<file path="src/rtl/rst_seq_pkg.sv">
// Shared definitions for the staged reset sequencer: state encoding and
// the index-width helper used to size the stage index and err_stg port.
package rst_seq_pkg;

  typedef enum logic [2:0] {
    ST_RESET    = 3'd0,
    ST_HOLD     = 3'd1,
    ST_WAIT_RDY = 3'd2,
    ST_RUN      = 3'd3,
    ST_ERR      = 3'd4
  } state_e;

  // Width of a stage index; never narrower than one bit.
  function automatic int idx_w(input int n);
    int w;
    w = $clog2(n);
    if (w < 1) begin
      w = 1;
    end else begin
      w = w;
    end
    return w;
  endfunction

endpackage

</file>
<file path="src/rtl/rst_seq.sv">
// Staged reset sequencer: releases NUM_STG reset domains in index order,
// each after a hold time, then waits for its ready ack with a timeout.
module rst_seq
  import rst_seq_pkg::*;
#(
  parameter  int NUM_STG  = 4,
  parameter  int HOLD_CYC = 3,
  parameter  int TO_CYC   = 255,
  parameter  int CNT_W    = 8,
  localparam int IDX_W    = idx_w(NUM_STG)
) (
  input  logic               clk,
  input  logic               rst_n,
  input  logic               sw_rst_req,
  input  logic [NUM_STG-1:0] stg_rdy,
  output logic [NUM_STG-1:0] stg_rst,
  output logic               all_rdy,
  output logic               busy,
  output logic               err,
  output logic [IDX_W-1:0]   err_stg
);

  localparam logic [CNT_W-1:0] HOLD_LAST = CNT_W'(HOLD_CYC - 1);
  localparam logic [CNT_W-1:0] TO_LAST   = CNT_W'(TO_CYC - 1);
  localparam logic [IDX_W-1:0] IDX_LAST  = IDX_W'(NUM_STG - 1);

  state_e           state_r;
  logic [IDX_W-1:0] idx_r;
  logic [CNT_W-1:0] cnt_r;
  logic [IDX_W-1:0] low_zero_s;
  logic             cur_rdy_s;

  // Lowest stage whose ready is low, reported when RUN loses a stage.
  always_comb begin
    low_zero_s = '0;
    for (int i = NUM_STG - 1; i >= 0; i--) begin
      if (!stg_rdy[i]) begin
        low_zero_s = IDX_W'(i);
      end else begin
        low_zero_s = low_zero_s;
      end
    end
  end

  // Ready of the stage currently being waited on; later stages are ignored.
  always_comb begin
    cur_rdy_s = 1'b0;
    for (int i = 0; i < NUM_STG; i++) begin
      if (idx_r == IDX_W'(i)) begin
        cur_rdy_s = stg_rdy[i];
      end else begin
        cur_rdy_s = cur_rdy_s;
      end
    end
  end

  // Sequencer FSM with registered outputs; a software request acts as reset.
  always_ff @(posedge clk) begin
    if (!rst_n || sw_rst_req) begin
      state_r <= ST_RESET;
      stg_rst <= '1;
      idx_r   <= '0;
      cnt_r   <= '0;
      all_rdy <= 1'b0;
      busy    <= 1'b1;
      err     <= 1'b0;
      err_stg <= '0;
    end else begin
      case (state_r)
        ST_RESET: begin
          state_r <= ST_HOLD;
          cnt_r   <= '0;
          stg_rst <= '1;
          busy    <= 1'b1;
        end
        ST_HOLD: begin
          if (cnt_r == HOLD_LAST) begin
            // Lower stages are already released, so order is preserved.
            stg_rst[idx_r] <= 1'b0;
            cnt_r          <= '0;
            state_r        <= ST_WAIT_RDY;
          end else begin
            cnt_r <= cnt_r + {{(CNT_W-1){1'b0}}, 1'b1};
          end
        end
        ST_WAIT_RDY: begin
          // Ready wins over a timeout landing on the same edge.
          if (cur_rdy_s && (idx_r == IDX_LAST)) begin
            state_r <= ST_RUN;
            stg_rst <= '0;
            all_rdy <= 1'b1;
            busy    <= 1'b0;
          end else if (cur_rdy_s) begin
            idx_r   <= idx_r + {{(IDX_W-1){1'b0}}, 1'b1};
            cnt_r   <= '0;
            state_r <= ST_HOLD;
          end else if (cnt_r == TO_LAST) begin
            state_r <= ST_ERR;
            stg_rst <= '1;
            busy    <= 1'b0;
            err     <= 1'b1;
            err_stg <= idx_r;
          end else begin
            cnt_r <= cnt_r + {{(CNT_W-1){1'b0}}, 1'b1};
          end
        end
        ST_RUN: begin
          if (stg_rdy != {NUM_STG{1'b1}}) begin
            state_r <= ST_ERR;
            stg_rst <= '1;
            all_rdy <= 1'b0;
            busy    <= 1'b0;
            err     <= 1'b1;
            err_stg <= low_zero_s;
          end else begin
            stg_rst <= '0;
          end
        end
        ST_ERR: begin
          stg_rst <= '1;
          all_rdy <= 1'b0;
          busy    <= 1'b0;
          err     <= 1'b1;
        end
        default: begin
          // Unreachable encoding: fall back to a full restart.
          state_r <= ST_RESET;
          stg_rst <= '1;
          idx_r   <= '0;
          cnt_r   <= '0;
          all_rdy <= 1'b0;
          busy    <= 1'b1;
          err     <= 1'b0;
          err_stg <= '0;
        end
      endcase
    end
  end

endmodule

</file>
<file path="config.mk">
export PLATFORM = sky130hd
export DESIGN_NAME = rst_seq
export DESIGN_NICKNAME = d
export VERILOG_FILES = /design/src/rtl/rst_seq_pkg.sv /design/src/rtl/rst_seq.sv
export SDC_FILE = /design/constraint.sdc
export NUM_CORES = 1
export LEC_CHECK = 0
export ABC_AREA = 0
export BUFFER_PORTS_ARGS = -buffer_cell sky130_fd_sc_hd__clkbuf_2
export CORE_MARGIN = 2
export CORE_UTILIZATION = 30
export DETAILED_ROUTE_END_ITERATION = 7
export GPL_ROUTABILITY_DRIVEN = 0
export PLACE_DENSITY_LB_ADDON = 0.08
export SLEW_MARGIN = 20
export SYNTH_ARGS = -nofsm -noshare
export SYNTH_HDL_FRONTEND = slang
export SYNTH_SLANG_ARGS = --single-unit
</file>
<file path="constraint.sdc">
create_clock -name clk -period 2.1 [get_ports clk]
set_input_delay 0.315 -clock clk [delete_from_list [all_inputs] [get_ports clk]]
set_output_delay 0.315 -clock clk [all_outputs]
set_load 0.02 [all_outputs]
</file>
==> metrics.yaml, run 1 <==
coreArea_um2: 4380
fin_nets: 217
synthAdderAreaFrac_pct: 5.43
worstPathArrival_ns: 2.23
whs_ns: 0.436
grt_pass1_wl_um: 6250
cp_slowest_stage_delay_ns: 0.52
clockPowerShare_pct: 36.6
syn_area_um2: 1380
yosysSeqAreaShare_pct: 31.9
grt_overflow_total: 0
dp.final_hpwl_um: 2760
hold_class: "input pin to register"
yosysWarnings: 0
path_cells: "inv_1 > buf_4 > ha_1 > nand3b_1 > nand3b_1 > buf_6 > a211oi_4 > buf_12 > or4b_1 > a21oi_2"
grt_antenna_before_repair: 0
fin_setup_tns_ns: 0
setup_violations: 0
path_class: "register to register"
num-fill-cells: 455
avgSynthCellArea_um2: 8.28
initial_core_util_pct: 31.5
die_w_um: 71.9
max_freq_ghz: 0.495
synth-simple-area-share_pct: 27.4
async_flop_share_pct: 0
drtIter0Drc: 49
synth-compound-area-share_pct: 31.0
syn_nets: 180
yosysUniqueCellTypes: 52
rows: 24
wl_um: 3610
synth_mux_area_share_pct: 0
synth_edf_count: 0
p_per_area_nw_per_um2: 483
p_seq_share_pct: 49.8
final_antenna_net_count: 0
diodes: 0
multi_input_area_um2: 927
grt_max_degree: 18
grt_pass1_vias: 1316
drv_slew: 0
synth_top_family_by_area: "compound AO/OA/AOI/OAI gates"
cts_tree: "done"
p_leak_nw: 0.689
seq_area_um2: 448
syn_inst: 167
setup.worst_path.start_class: "register"
synth_top_flop_cell: "dfxtp_1"
switching_share_pct: 25.8
cts.clk_slew.worst_paths_ns: 0.08
peakVddDrop_mv: 0.199
wire_per_inst_um: 14.2
internal-power_uw: 637
grt.total_usage_pct: 15.2
cpMostUsedCell: "nand3b_1"
synth_xor_area_share_pct: 0.633
skew_ns: 0.00205
switchingPower_uw: 221
drive_gt1_share_pct: 27.6
cp.required_ns: 2.31
cap_violations: 0
fin_crit_sh_pct: 96.1
firstDrtPassIters: 4
crit_fanout: 17
viasPerCell: 5.49
clk_path_buf_depth: 2
area_growth_pct: 28.6
cts_hold_buf: 0
clockRootBuffer: "clkbuf_8"
synth.ff_latch_count: 22
num_io_pins: 16
die_h_um: 71.9
dp.cells: 250
drcViolationCount: 0
via_count: 1401
clock_latency_ns: 0.27
slowest_stage: "or4b_1"
io_buffer_count: 15
finalHoldViolations: 0
p_comb_share_pct: 13.6
instances_no_fill: 255
clock_sinks: 22
tightestPinTransition_ns: 0.500
cts_buffers: 3
min_period_ns: 2.02
status: "finished, final reports clean"
endpoint_kind: "register"
design.die.area_um2: 5170
htree_levels: 1
relSlewSlack_pct: 66.4
## synthesized netlist by cell type, types with 2 or more instances
cell type | count | area, µm²
ha_1 | 6 | 75.1
nand3_1 | 6 | 30.0
o21bai_1 | 2 | 15.0
nand2_1 | 12 | 45.0
dfxtp_1 | 22 | 440
o31ai_1 | 5 | 37.5
or4_1 | 6 | 45.0
a31oi_1 | 2 | 12.5
nor2b_1 | 3 | 18.8
nand3b_1 | 2 | 15.0
and4_1 | 2 | 17.5
and3_1 | 2 | 12.5
a211oi_1 | 2 | 15.0
a21oi_1 | 15 | 75.1
inv_1 | 6 | 22.5
o21ai_0 | 8 | 40.0
a21o_1 | 5 | 37.5
nor2_1 | 15 | 56.3
or3_1 | 6 | 37.5
buf_2 | 2 | 10.0
nand2b_1 | 7 | 43.8
## metal layers
metal / up-vias / GRT usage (%) / wire length, µm
met1: 658 / 22.0 / 1790
li1: 703 / - / -
met4: 0 / 5.45 / 36
met2: 36 / 22.9 / 1620
met5: - / 0 / 0
met3: 4 / 2.11 / 157
## timing repair
action                                  CTS  global route
endpoints found under the setup margin    3            15
buffers inserted                          0             1
gates resized for setup                   2            11
pin swaps                                 0             4
## per-stage QoR
stage | instance area [µm²] | util [%] | setup WS, ns | total power [mW]
after floorplan | 1380 | - | 0.247 | 0.505
after global placement | 1660 | 38.0 | 0.0213 | 0.548
after detailed placement | 1660 | 38.0 | 0.0130 | 0.551
after CTS | 1720 | 39.3 | 0.0166 | 0.873
after global routing | 1780 | 40.6 | -0.0152 | 0.907
final | 1780 | 40.6 | 0.0816 | 0.858
## path summary, 6_finish.rpt
kind | slack (ns) | cells past startpoint | to | from
hold / removal | 0.44 | 3 | all_rdy | stg_rdy[3]
setup / recovery | 0.08 | 10 | cnt_r[5] | idx_r[1]
setup reg to reg | 0.08 | 10 | cnt_r[5] | idx_r[1]
hold reg to reg | 0.46 | 1 | stg_rst[0] | stg_rst[0]
## power by group through the flow
stage / combinational [mW] / clock (mW) / sequential, mW
finish: 0.116 / 0.314 / 0.428
global route: 0.130 / 0.348 / 0.429
CTS: 0.111 / 0.332 / 0.430
detailed placement: 0.111 / 0 / 0.440
global placement: 0.109 / 0 / 0.440
floorplan: 0.0615 / 0 / 0.443
## placed cells by master, fill, tap and decap left out, types with 4 or more instances in the layout
master and n:
dfxtp_1 20, buf_4 19, nor2_1 15, clkbuf_2 15, nand2_1 12, a21oi_1 12, o21ai_0 8, nand2b_1 7
inv_1 6, nand3_1 6, or4_1 6, or3_1 6, a21o_1 5, o31ai_1 5, ha_1 5, clkbuf_8 4
## critical path, delay by kind of cell, from the launching register on
kind                       cells  cell delay (ns)
AOI/OAI and AO/OA              2             0.22
DFF                            1             0.36
and+or+nand+nor                3             0.74
buffers and inverters          4             0.47
adders and majority gates      1             0.16
## flip-flops by register name (all words and copies together) (netlist names)
signal	count
err_stg	2
stg_rst	4
err	1
idx_r	2
cnt_r	8
state_r	3
all_rdy	1
busy	1
## cell type report
class / instances / share of cell area (%)
multi-input cells: 134 / 52.1
well taps: 52 / 3.66
flip-flops and latches: 22 / 25.2
repair buffers: 37 / 14.6
clock buffers: 4 / 3.10
inverters: 6 / 1.27
## logic make-up after synthesis
kind of cell,Yosys count
adders and majority gates,6
buffers and inverters,11
and+or+nand+nor,69
AOI/OAI and AO/OA,58
xor gates and xnor gates,1
DFF,22
Power figures use the tool's default switching activity.
==> inputs of run 2 (changes only) <==
CORE_UTILIZATION = 50   (was 30)
SLEW_MARGIN = 10   (was 20)
==> metrics.yaml, run 2 (synthesis gave the netlist of run 1 again) <==
instances_no_fill: 227  # -11%
tightestPinTransition_ns: 0.546  # +0.0465 ns
drcViolationCount: 0  # unchanged
grt_pass1_vias: 1232  # -6.4%
top_layer: "met4"
regMostFlops: "cnt_r"
cts_tree: "done"
met3_length_um: 148  # -5.7%
fin_nets: 210  # -3.2%
dp.cells: 221  # -12%
clock_latency_ns: 0.32  # +0.05 ns
num-fill-cells: 247  # -46%
setup.worst_path.start_class: "register"
fin_setup_tns_ns: 0  # unchanged
design.die.area_um2: 3200  # -38%
setup_violations: 0  # unchanged
status: "finished, final reports clean"
p_per_area_nw_per_um2: 523  # +8.3%
grt_pass1_wl_um: 5550  # -11%
whs_ns: 0.337  # -0.0989 ns
viasPerCell: 5.93  # +7.8%
io_buffer_count: 15  # unchanged
cp.required_ns: 2.37  # +0.06 ns
dp.final_hpwl_um: 2450  # -11%
fin_crit_sh_pct: 95.8  # -0.36 points
dp_slack_ns: -0.00425  # -0.0173 ns
htree_levels: 1  # unchanged
firstDrtPassIters: 4  # unchanged
slowest_stage: "or4_1"
peakVddDrop_mv: 0.318  # +60%
drive_gt1_share_pct: 24.0  # -3.6 points
grt_overflow_total: 0  # unchanged
area_growth_pct: 21.3
drv_slew: 0  # unchanged
wire_per_inst_um: 14.6  # +3.0%
final_common_cell: "dfxtp_1"
p_leak_nw: 0.652  # -5.4%
cap_violations: 0  # unchanged
skew_ns: 0.0135  # +0.0115 ns
layout_common_cells: "dfxtp_1, nor2_1, clkbuf_2"
crit_family: "simple AND/OR/NAND/NOR gates"
initial_core_util_pct: 51.5  # +20 points
coreArea_um2: 2690  # -39%
cts_buffers: 3  # unchanged
num_io_pins: 16  # unchanged
cpMostUsedCell: "nand3b_1"
max_freq_ghz: 0.497  # +0.38%
cts.clk_slew.worst_paths_ns: 0.15  # +0.07 ns
path_cells: "inv_1 > ha_1 > nand3b_1 > nand3b_1 > buf_6 > a211oi_4 > buf_12 > or4_1 > a21oi_1"
rows: 19  # -21%
final_antenna_net_count: 0  # unchanged
die_h_um: 56.6  # -21%
die_w_um: 56.6  # -21%
grt_max_degree: 18  # unchanged
diodes: 0  # unchanged
wl_met2_um: 1560  # -4.2%
relSlewSlack_pct: 63.2  # -3.2 points
largest_register_ffs: 8  # unchanged
via_count: 1345  # -4.0%
cp_slowest_stage_delay_ns: 0.50  # -0.02 ns
min_period_ns: 2.01  # -0.00762 ns
setup_ws_ns: 0.0892  # +0.00762 ns
wl_um: 3310  # -8.3%
finalHoldViolations: 0  # unchanged
hold_class: "input pin to register"
clockRootBuffer: "clkbuf_4"
drtIter0Drc: 44  # -10%
clock_sinks: 22  # unchanged
path_class: "register to register"
crit_fanout: 17  # unchanged
endpoint_kind: "register"
p_total_uw: 877  # +2.2%
clk_path_buf_depth: 2  # unchanged
cp_num_buf_inv: 3  # -1
wl_met1_um: 1580  # -12%
worstPathArrival_ns: 2.28  # +0.05 ns
grt.total_usage_pct: 21.7  # +6.5 points
top_regs: "cnt_r x8, stg_rst x4, state_r x3"
grt_antenna_before_repair: 0  # unchanged
==> run 2: power breakdown <==
part	internal (mW)	switching (mW)	leakage, nW	total, mW
Sequential	0.424	0.00670	0.179	0.431
Combinational	0.0409	0.0642	0.445	0.105
Clock	0.193	0.148	0.0279	0.341
Total	0.658	0.219	0.652	0.877
==> run 2: metal layers <==
metal,track usage [%],up-vias
li1,-,695
met1,29.3,611
met2,35.7,35
met3,3.23,4
met4,6.46,0
met5,0,-
==> run 2: per-stage QoR <==
step                utilization (%)  instance area, µm²
floorplan                         -                1380
global placement               58.3                1570
detailed placement             58.3                1570
CTS                            60.3                1620
global route                   62.4                1680
finish                         62.4                1680
==> run 2: worst paths after layout <==
check | start | endpoint | slack, ns | cells after the start
setup reg to reg | idx_r[1] | cnt_r[7] | 0.09 | 9
hold / removal | sw_rst_req | err_stg[1] | 0.34 | 3
setup / recovery | idx_r[1] | cnt_r[7] | 0.09 | 9
hold reg to reg | stg_rst[0] | stg_rst[0] | 0.46 | 1
==> run 2: what timing repair did <==
action,in CTS,in global routing
gates resized for setup,2,6
setup buffers,0,3
hold buffers,0,0
endpoints found under the setup margin,5,19
hold endpoints to repair,0,0
pin swaps,0,4
==> run 2: worst register-to-register path: stages, from the launching register on <==
cell and delay [ns]:
dfxtp_2 0.39, inv_1 0.06, ha_1 0.20, nand3b_1 0.18, nand3b_1 0.12, buf_6 0.14
a211oi_4 0.07, buf_12 0.16, or4_1 0.50, a21oi_1 0.14
==> run 2: final cells by class <==
class | instances | area [µm²] | area share [%]
repair buffers | 30 | 208 | 12.4
clock inverters | 1 | 30.0 | 1.79
multi-input cells | 134 | 912 | 54.4
well taps | 31 | 38.8 | 2.31
inverters | 6 | 22.5 | 1.34
flip-flops and latches | 22 | 443 | 26.4
clock buffers | 3 | 22.5 | 1.34
